==> src/rtl/mmr_mismatch_monitor.sv <==
// mmr_mismatch_monitor: event count, sticky, irq and persistence from MMR mismatches.
// Optional lane diagnosis compiled in with MMR_MONITOR_LANE_DIAG_EN.
module mmr_mismatch_monitor #(
  parameter int K_MMR          = 3,
  parameter int N              = 16,
  parameter int CNT_W          = 16,
  parameter int PERSIST_CYCLES = 4
) (
  input  logic                    clk_i,
  input  logic                    rst_i,
  input  logic [K_MMR-1:0][N-1:0] Q_i,
  input  logic                    mismatch_i,
  input  logic                    clear_i,
  output logic [CNT_W-1:0]        err_count_o,
  output logic                    sticky_o,
  output logic                    irq_o,
  output logic                    persistent_o,
  output logic [K_MMR-1:0]        lane_fault_o
);
  localparam int RW = $clog2(PERSIST_CYCLES + 1);

  if (K_MMR != 1 && K_MMR != 3) begin : g_bad_k
    $error("K_MMR must be 1 or 3");
  end
  if (CNT_W < 1) begin : g_bad_cnt
    $error("CNT_W must be at least 1");
  end
  if (PERSIST_CYCLES < 2) begin : g_bad_persist
    $error("PERSIST_CYCLES must be at least 2");
  end

  typedef enum logic [1:0] {
    IDLE,
    TRANSIENT,
    PERSISTENT
  } state_e;

  state_e           state_q, state_d;
  logic [RW-1:0]    run_q, run_d;
  logic             mis_q;
  logic [CNT_W-1:0] cnt_q, cnt_d;
  logic             sticky_q, sticky_d;
  logic             irq_q;
  logic             ev;
  logic [K_MMR-1:0] lf_q;

  always_comb begin
    state_d = state_q;
    run_d   = run_q;
    ev      = 1'b0;
    unique case (state_q)
      IDLE: begin
        if (mis_q) begin
          state_d = TRANSIENT;
          run_d   = RW'(1);
          ev      = 1'b1;
        end
      end
      TRANSIENT: begin
        if (!mis_q) begin
          state_d = IDLE;
        end else if (run_q == RW'(PERSIST_CYCLES - 1)) begin
          state_d = PERSISTENT;
        end else begin
          run_d = run_q + 1'b1;
        end
      end
      PERSISTENT: begin
        if (!mis_q) state_d = IDLE;
      end
      default: state_d = IDLE;
    endcase
  end

  // A new event overrides a coincident clear.
  always_comb begin
    cnt_d    = cnt_q;
    sticky_d = sticky_q;
    if (clear_i) begin
      cnt_d    = '0;
      sticky_d = 1'b0;
    end
    if (ev) begin
      sticky_d = 1'b1;
      if (clear_i) begin
        cnt_d = CNT_W'(1);
      end else if (cnt_q != {CNT_W{1'b1}}) begin
        cnt_d = cnt_q + 1'b1;
      end
    end
  end

  always_ff @(posedge clk_i or posedge rst_i) begin
    if (rst_i) begin
      state_q  <= IDLE;
      run_q    <= '0;
      mis_q    <= 1'b0;
      cnt_q    <= '0;
      sticky_q <= 1'b0;
      irq_q    <= 1'b0;
    end else begin
      state_q  <= state_d;
      run_q    <= run_d;
      mis_q    <= mismatch_i;
      cnt_q    <= cnt_d;
      sticky_q <= sticky_d;
      irq_q    <= ev;
    end
  end

`ifdef MMR_MONITOR_LANE_DIAG_EN
  if (K_MMR == 3) begin : g_diag
    logic [K_MMR-1:0][N-1:0] q_q;
    logic [N-1:0]            maj;
    logic [K_MMR-1:0]        lf_d;

    always_comb begin
      maj  = (q_q[0] & q_q[1]) | (q_q[0] & q_q[2]) | (q_q[1] & q_q[2]);
      lf_d = clear_i ? '0 : lf_q;
      for (int k = 0; k < K_MMR; k++) begin
        if (mis_q && (q_q[k] != maj)) lf_d[k] = 1'b1;
      end
    end

    always_ff @(posedge clk_i or posedge rst_i) begin
      if (rst_i) begin
        q_q  <= '0;
        lf_q <= '0;
      end else begin
        q_q  <= Q_i;
        lf_q <= lf_d;
      end
    end
  end else begin : g_nodiag
    logic unused_q;
    assign unused_q = ^Q_i;
    assign lf_q     = '0;
  end
`else
  logic unused_q;
  assign unused_q = ^Q_i;
  assign lf_q     = '0;
`endif

  assign err_count_o  = cnt_q;
  assign sticky_o     = sticky_q;
  assign irq_o        = irq_q;
  assign persistent_o = (state_q == PERSISTENT);
  assign lane_fault_o = lf_q;
endmodule

==> config.mk <==
export PLATFORM = sky130hd
export DESIGN_NAME = mmr_mismatch_monitor
export DESIGN_NICKNAME = d
export VERILOG_FILES = /design/src/rtl/mmr_mismatch_monitor.sv
export SDC_FILE = /design/constraint.sdc
export NUM_CORES = 1
export LEC_CHECK = 0
export ABC_AREA = 1
export BUFFER_PORTS_ARGS = -buffer_cell sky130_fd_sc_hd__buf_2
export CORE_ASPECT_RATIO = 2
export CORE_MARGIN = 3
export CORE_UTILIZATION = 48
export DETAILED_ROUTE_END_ITERATION = 10
export PLACE_DENSITY = 0.82
export SYNTH_ARGS = -nofsm -noshare
export SYNTH_HDL_FRONTEND = slang
export SYNTH_SLANG_ARGS = --single-unit
==> constraint.sdc <==
create_clock -name clk_i -period 3.9 [get_ports clk_i]
set_clock_uncertainty 0.2 [all_clocks]
set_input_delay 0.195 -clock clk_i [delete_from_list [all_inputs] [get_ports clk_i]]
set_output_delay 0.195 -clock clk_i [all_outputs]
set_load 0.02 [all_outputs]
==> summary.txt, run 1 <==
Worst setup path
  • CP startpoint kind: register
  • CP top delay family: simple AND/OR/NAND/NOR gates
  • Crit path largest cell delay: about 440 ps
  • Endpoint class of the critical path: register
  • CP bufs+invs: 0
  • WS Path Type: register to register
  • Crit path cell chain: ha_1, nand2_1, nor2_2, nand2_2, nor2_8, nor2_4, a21oi_1, nor2_1
  • Critical Path AT: roughly 1800 ps
  • Req. time, crit path: 3860 ps
  • Largest fanout on the critical path: 9
  • Slowest-stage cell, CP: dfrtp_1

Clock network
  • Clock tree sinks: 24
  • Later-pin clock latency in the skew report: around 270 ps
  • TritonCTS buffer count: 3
  • Resize count post-CTS: 0
  • Max Root-Sink Buffers: 2
  • TritonCTS clock tree: built
  • Root buffer cell: clkbuf_8
  • Worst-path clk slew: around 80 ps
  • H-tree Lvls: 1

Routing
  • 1st-iter DRT viols: 17
  • Vias: around 1200
  • Via/cell ratio: ~5
  • Routed wire per std cell: 11.7 um
  • DRC: 0
  • DR pass1 iterations: 4
  • DRT antenna net count: 0
  • Final wirelength: 2770 um

Timing
  • Max Slew Vio Count: 0
  • Setup_tns: 0 ps
  • Fin. Hold Viols: 0
  • Peak Freq: 0.548 GHz
  • Final setup viols: 0
  • RSZ-0062 raised after global routing: false
  • Final period util: approximately 47%
  • Slew @ Worst Pin: about 890 ps
  • Slew HR: between 40% and 50%
  • Post-route minimum period: about 1800 ps

Placement
  • # port buffers: 22
  • Placer's final routability congestion estimate: between 0.8 and 0.9
  • DP Cell Count: roughly 230
  • Post-DP HPWL: 2160 um

Logic synthesis
  • FF+latch count, synth: 24
  • Mapped Area: between 1000 and 1500 sq um
  • Post-synth EDFFs: 0
  • Most common cell in the netlist: nand2_1
  • Unique masters post-synth: 27
  • Yosys top cell by area: dfrtp_1
  • Top_reg_cell synth: dfrtp_1
  • Asr flop ratio synth: 100%
  • Most area-consuming cells after synthesis: dfrtp_1 (44%), nand2_1 (13%), nor2_1 (9.6%)
  • Seq/Total Area, Yosys: a little over two fifths
  • Post-synth top area share: ~44%
  • Commonest cells post-synth: nand2_1 (46), nor2_1 (35), dfrtp_1 (24)
  • Post-Syn Area per Cell: roughly 7.5 sq um
  • Yosys warns: 0
  • Post-Synthesis Cells: between 150 and 200

Final layout
  • Final Util: 60.1%
  • Area Growth Syn to Fin: 15.4%
  • Layout cells sized above 1: about a fifth
  • Post-Layout Cell Count: 238
  • Ant. Diodes: 0
  • Final net count: around 270

Power
  • VDD IR max: around 300 uV
  • Leak pwr: 0.853 nW
  • Power density over the cells: between 300 and 400 nW/um^2

GRT
  • Vias in the first global route: 1274
  • Tot GR Track Use: between 15 and 20%
  • Global-route wire length before repair: ~5000 um
  • Initial antenna violation count: 0
  • Gr ovfl total: 0
  • Largest net degree at the start of global routing: 25

Die
  • Initial Utilization: 52.0%
  • Die area: 3570 sq um
  • # IOs: between 70 and 80
  • Core Footprint: approximately 2600 sq um
  • Die height: approximately 80 um
  • Width of the die: ~44 um
  • # rows: 26

Job
  • # Max-Cap Violations: 0

Run status
  • Outcome: finished, final reports clean

Worst hold path
  • Min-Delay Path Class: register to register
## flip-flops by register name, indices dropped and copies added (netlist names)
register and cells:
err_count_o 16, irq_o 1, mis_q 1, run_q 3, state_q 2, sticky_o 1
## stage by stage
| step | hold slack [ps] | total power (W) | cell area (sq um) | worst slack, ps |
|---|---|---|---|---|
| final | 297 | 0.000594 | 1580 | 2080 |
| after global routing | 342 | 0.000629 | 1580 | 1880 |
| after CTS | 305 | 0.000605 | 1580 | 2070 |
| after detailed placement | 117 | 0.000430 | 1500 | 2100 |
| after global placement | 103 | 0.000422 | 1500 | 2150 |
| after floorplan | 9.62 | 0.000394 | 1380 | 2150 |
## worst register-to-register path, cell delays in order, from the launching register on
cell,delay (ps)
dfrtp_1,440
ha_1,210
nand2_1,90
nor2_2,130
nand2_2,140
nor2_8,230
nor2_4,70
a21oi_1,140
nor2_1,70
## power by group
group	switching, W	internal, W
logic	0.0000794	0.0000456
clock network	0.0000795	0.0000903
registers	0.0000217	0.000277
total	0.000181	0.000413
## path summary, 6_finish.rpt
path,from,end,slack [ps],cells after the start
worst max-delay path,err_count_o[0],err_count_o[9],2080,8
worst min-delay path,sticky_o,sticky_o,300,2
worst max register to register,err_count_o[0],err_count_o[9],2080,8
worst min register to register,sticky_o,sticky_o,300,2
max in group asynchronous,rst_i,err_count_o[1],2490,3
min in group asynchronous,rst_i,run_q[0],460,3
## per-layer routing
layer | wire length, um | GRT usage [%] | up-vias
met5 | 0 | 0 | -
met4 | 102 | 11.5 | 0
met3 | 125 | 2.63 | 10
li1 | - | - | 622
met2 | 1520 | 35.2 | 35
met1 | 1020 | 17.1 | 554
## layout make-up
cell class,count,area (sq um)
Multi-Input combinational cell,132,658
Inverter,25,93.8
Tap cell,28,35.0
Clock buffer,4,55.1
Fill cell,274,1050
Sequential cell,24,601
Timing Repair Buffer,25,140
## logic make-up after synthesis
logic type | Yosys count | share of synthesized area (%)
and+or+nand+nor | 110 | 38.1
adders and majority gates | 3 | 2.74
DFF | 24 | 43.8
other | 1 | 0.273
AOI/OAI and AO/OA | 16 | 6.30
buffers and inverters | 29 | 8.76
## cell usage in the layout, fill, tap and decap left out, drive strengths merged
cell and instances:
nand4 2, nand2 49, buf 22, nand3b 1, nand3 11, inv 24
o211ai 1, ha 3, conb 3, dfrtp 24, nor3 2, o21a 1
dlygate4sd3 3, clkbuf 4, a31oi 1, clkinv 1, nor2 44, o21ai 7
nor3b 1, a21oi 6
## timing repair
item / 4_1_cts / 5_1_grt
hold buffers: 3 / 0
endpoints found under the hold margin: 26 / 0
setup buffers: 0 / 0
No activity file was read; power rests on OpenSTA's default activity.
==> run 2: changes to the inputs <==
--- a/config.mk
+++ b/config.mk
@@ -9,9 +9,9 @@
 export BUFFER_PORTS_ARGS = -buffer_cell sky130_fd_sc_hd__buf_2
 export CORE_ASPECT_RATIO = 2
 export CORE_MARGIN = 3
-export CORE_UTILIZATION = 48
+export CORE_UTILIZATION = 44
 export DETAILED_ROUTE_END_ITERATION = 10
-export PLACE_DENSITY = 0.82
+export PLACE_DENSITY = 0.76
 export SYNTH_ARGS = -nofsm -noshare
 export SYNTH_HDL_FRONTEND = slang
 export SYNTH_SLANG_ARGS = --single-unit
==> constraint.sdc (replaced) <==
create_clock -name clk_i -period 1.8 [get_ports clk_i]
set_clock_uncertainty 0.2 [all_clocks]
set_input_delay 0.09 -clock clk_i [delete_from_list [all_inputs] [get_ports clk_i]]
set_output_delay 0.09 -clock clk_i [all_outputs]
set_load 0.02 [all_outputs]
==> run 2 against run 1 <==
  * First-iteration DRC count down 24%
  * Global-route usage down 1.5 points
  * Final area up 3.3%
==> summary.txt, run 2 (synthesized netlist as in run 1, its figures left out) <==
Worst hold path
  • Min-Delay Path Class: primary input to asynchronous set/reset pin

Power
  • Leak pwr: 0.893 nW (+4.8%)
  • Switching pwr: 0.000395 W (+120%)
  • Clock power share: 28.1% (-0.5 points)
  • Sequential Power Share: 48.6% (-1.8 points)
  • Power density over the cells: 803 nW/um^2 (+110%)
  • Comb pwr share: 23.3% (+2.2 points)
  • Switching Fraction: 30.1% (-0.33 points)
  • Pint: 0.000918 W (+120%)
  • VDD IR max: 751 uV (+150%)

Timing
  • Post-route minimum period: 1650 ps (-176 ps)
  • Final setup viols: 0 (unchanged)
  • Final period util: 91.5% (+45 points)
  • Max Slew Vio Count: 0 (unchanged)
  • Fin. Hold Viols: 0 (unchanged)
  • Worst hold slack: 232 ps (-65.0 ps)
  • Peak Freq: 0.607 GHz (+11%)

Routing
  • DR pass1 iterations: 4 (unchanged)
  • Routed wire per std cell: 11.6 um (-0.58%)
  • DRT antenna net count: 0 (unchanged)
  • Via/cell ratio: 4.99 (-2.8%)
  • Vias: 1222 (+0.082%)
  • Final wirelength: 2840 um (+2.3%)
  • DRC: 0 (unchanged)
  • 1st-iter DRT viols: 13 (-4)

Die
  • Core Footprint: 2980 sq um (+13%)
  • Initial Utilization: 46.1% (-6.0 points)
  • Die height: 85.0 um (+4.1%)
  • Die area: 3860 sq um (+8.1%)
  • Width of the die: 45.5 um (+3.8%)
  • # rows: 28 (+7.7%)
  • # IOs: 74 (unchanged)

GRT
  • Largest net degree at the start of global routing: 25 (unchanged)
  • Gr ovfl total: 0 (unchanged)
  • Tot GR Track Use: 16.9% (-1.5 points)
  • Vias in the first global route: 1225 (-3.8%)
  • Global-route wire length before repair: 5000 um (+0.28%)
  • Initial antenna violation count: 0 (unchanged)

Clock network
  • Setup Fix Bufs, Post-CTS: 0 (unchanged)
  • Worst-path clk slew: 90 ps (about the same)
  • Later-pin clock latency in the skew report: 270 ps (about the same)
  • Root buffer cell: clkbuf_8
  • TritonCTS buffer count: 3 (unchanged)
  • Max Root-Sink Buffers: 2 (unchanged)
  • Clock tree sinks: 24 (unchanged)
  • H-tree Lvls: 1 (unchanged)
  • TritonCTS clock tree: built

Worst setup path
  • Slowest-stage cell, CP: dfrtp_1
  • Crit path cell chain: ha_1, nand2_1, nor2_4, nand2_4, nor2_4, inv_1, nor2_1, nand2_1, nand2_1, nor2_1
  • CP startpoint kind: register
  • Largest fanout on the critical path: 4 (-5)
  • Endpoint class of the critical path: register
  • WS Path Type: register to register
  • Critical Path AT: 1610 ps (-170 ps)
  • Crit-path most repeated cell: nand2_1
  • Req. time, crit path: 1770 ps (-2090 ps)
  • Crit path largest cell delay: 360 ps (-80 ps)

Placement
  • # port buffers: 22 (unchanged)
  • Placer's final routability congestion estimate: 0.814 (-6.5%)
  • DP Cell Count: 238 (+3.0%)
  • Post-DP HPWL: 2110 um (-2.4%)

Final layout
  • Final Util: 54.9% (-5.2 points)
  • Area Growth Syn to Fin: 19.3%
  • Most common cell after layout, fill and taps aside: nand2_1
  • Most frequent cells in the layout: nand2_1 (46), nor2_1 (34), dfrtp_1 (24), inv_1 (22), buf_2 (22)
  • Final net count: 271 (+1.9%)
  • Max FFs per register: 16 (unchanged)
  • Ant. Diodes: 0 (unchanged)
  • Post-Layout Cell Count: 245 (+2.9%)
  • Layout cells sized above 1: 21.9% (+2.3 points)

Job
  • # Max-Cap Violations: 0 (unchanged)

Run status
  • Outcome: finished, final reports clean
==> run 2: cell types whose count changed in the layout (fill, tap and decap cells not counted), sizes merged <==
cell  before  now
buf       22   27
==> run 2: worst paths after layout <==
| kind | startpoint | endpoint | slack, ps | cells after the start |
|---|---|---|---|---|
| max | err_count_o[0] | err_count_o[8] | 150 | 10 |
| min | rst_i | err_count_o[4] | 230 | 4 |
| max reg2reg | err_count_o[0] | err_count_o[8] | 150 | 10 |
| min reg2reg | sticky_o | sticky_o | 290 | 2 |
| max in group asynchronous | rst_i | err_count_o[13] | 930 | 4 |
| min in group clk_i | mismatch_i | mis_q | 270 | 2 |
==> run 2: worst max-delay path: cells and delay by family, from the launching register on <==
kind | cells | cell delay (ps)
and+or+nand+nor | 8 | 760
DFF | 1 | 360
adders and majority gates | 1 | 170
buffers and inverters | 1 | 80
==> run 2: final cells by class <==
class                           count  area [sq um]
Fill cell                         280          1340
Tap cell                           30          37.5
Inverter                           25          93.8
Multi-Input combinational cell    132           671
Timing Repair Buffer               30           178
Sequential cell                    24           601
Clock buffer                        4          55.1
==> run 2: power groups by stage <==
stage               sequential [W]  combinational, W  clock (W)
floorplan                 0.000677          0.000178          0
global placement          0.000648          0.000291          0
detailed placement        0.000650          0.000303          0
CTS                       0.000639          0.000310   0.000375
global route              0.000646          0.000355   0.000393
finish                    0.000639          0.000306   0.000369
==> run 2: per-stage QoR <==
step / setup WS (ps) / power [W] / setup TNS [ps] / instance area, sq um
after detailed placement: 155 / 0.000953 / 0 / 1540
final: 153 / 0.00131 / 0 / 1640
after CTS: 122 / 0.00132 / 0 / 1620
after global routing: -1.70 / 0.00139 / -1.70 / 1640
after floorplan: 52.8 / 0.000854 / 0 / 1380
after global placement: 166 / 0.000940 / 0 / 1540
==> run 2: layer usage <==
layer  wire length, um  GRT usage, %
met5                 0             0
met4                58          6.67
met3               105          2.12
met2              1560          30.7
met1              1110          18.5
==> run 2: what timing repair did <==
item	CTS	global route
setup endpoints to repair	0	4
hold buffers	3	0
hold endpoints to repair	26	0
gates resized for setup	0	3
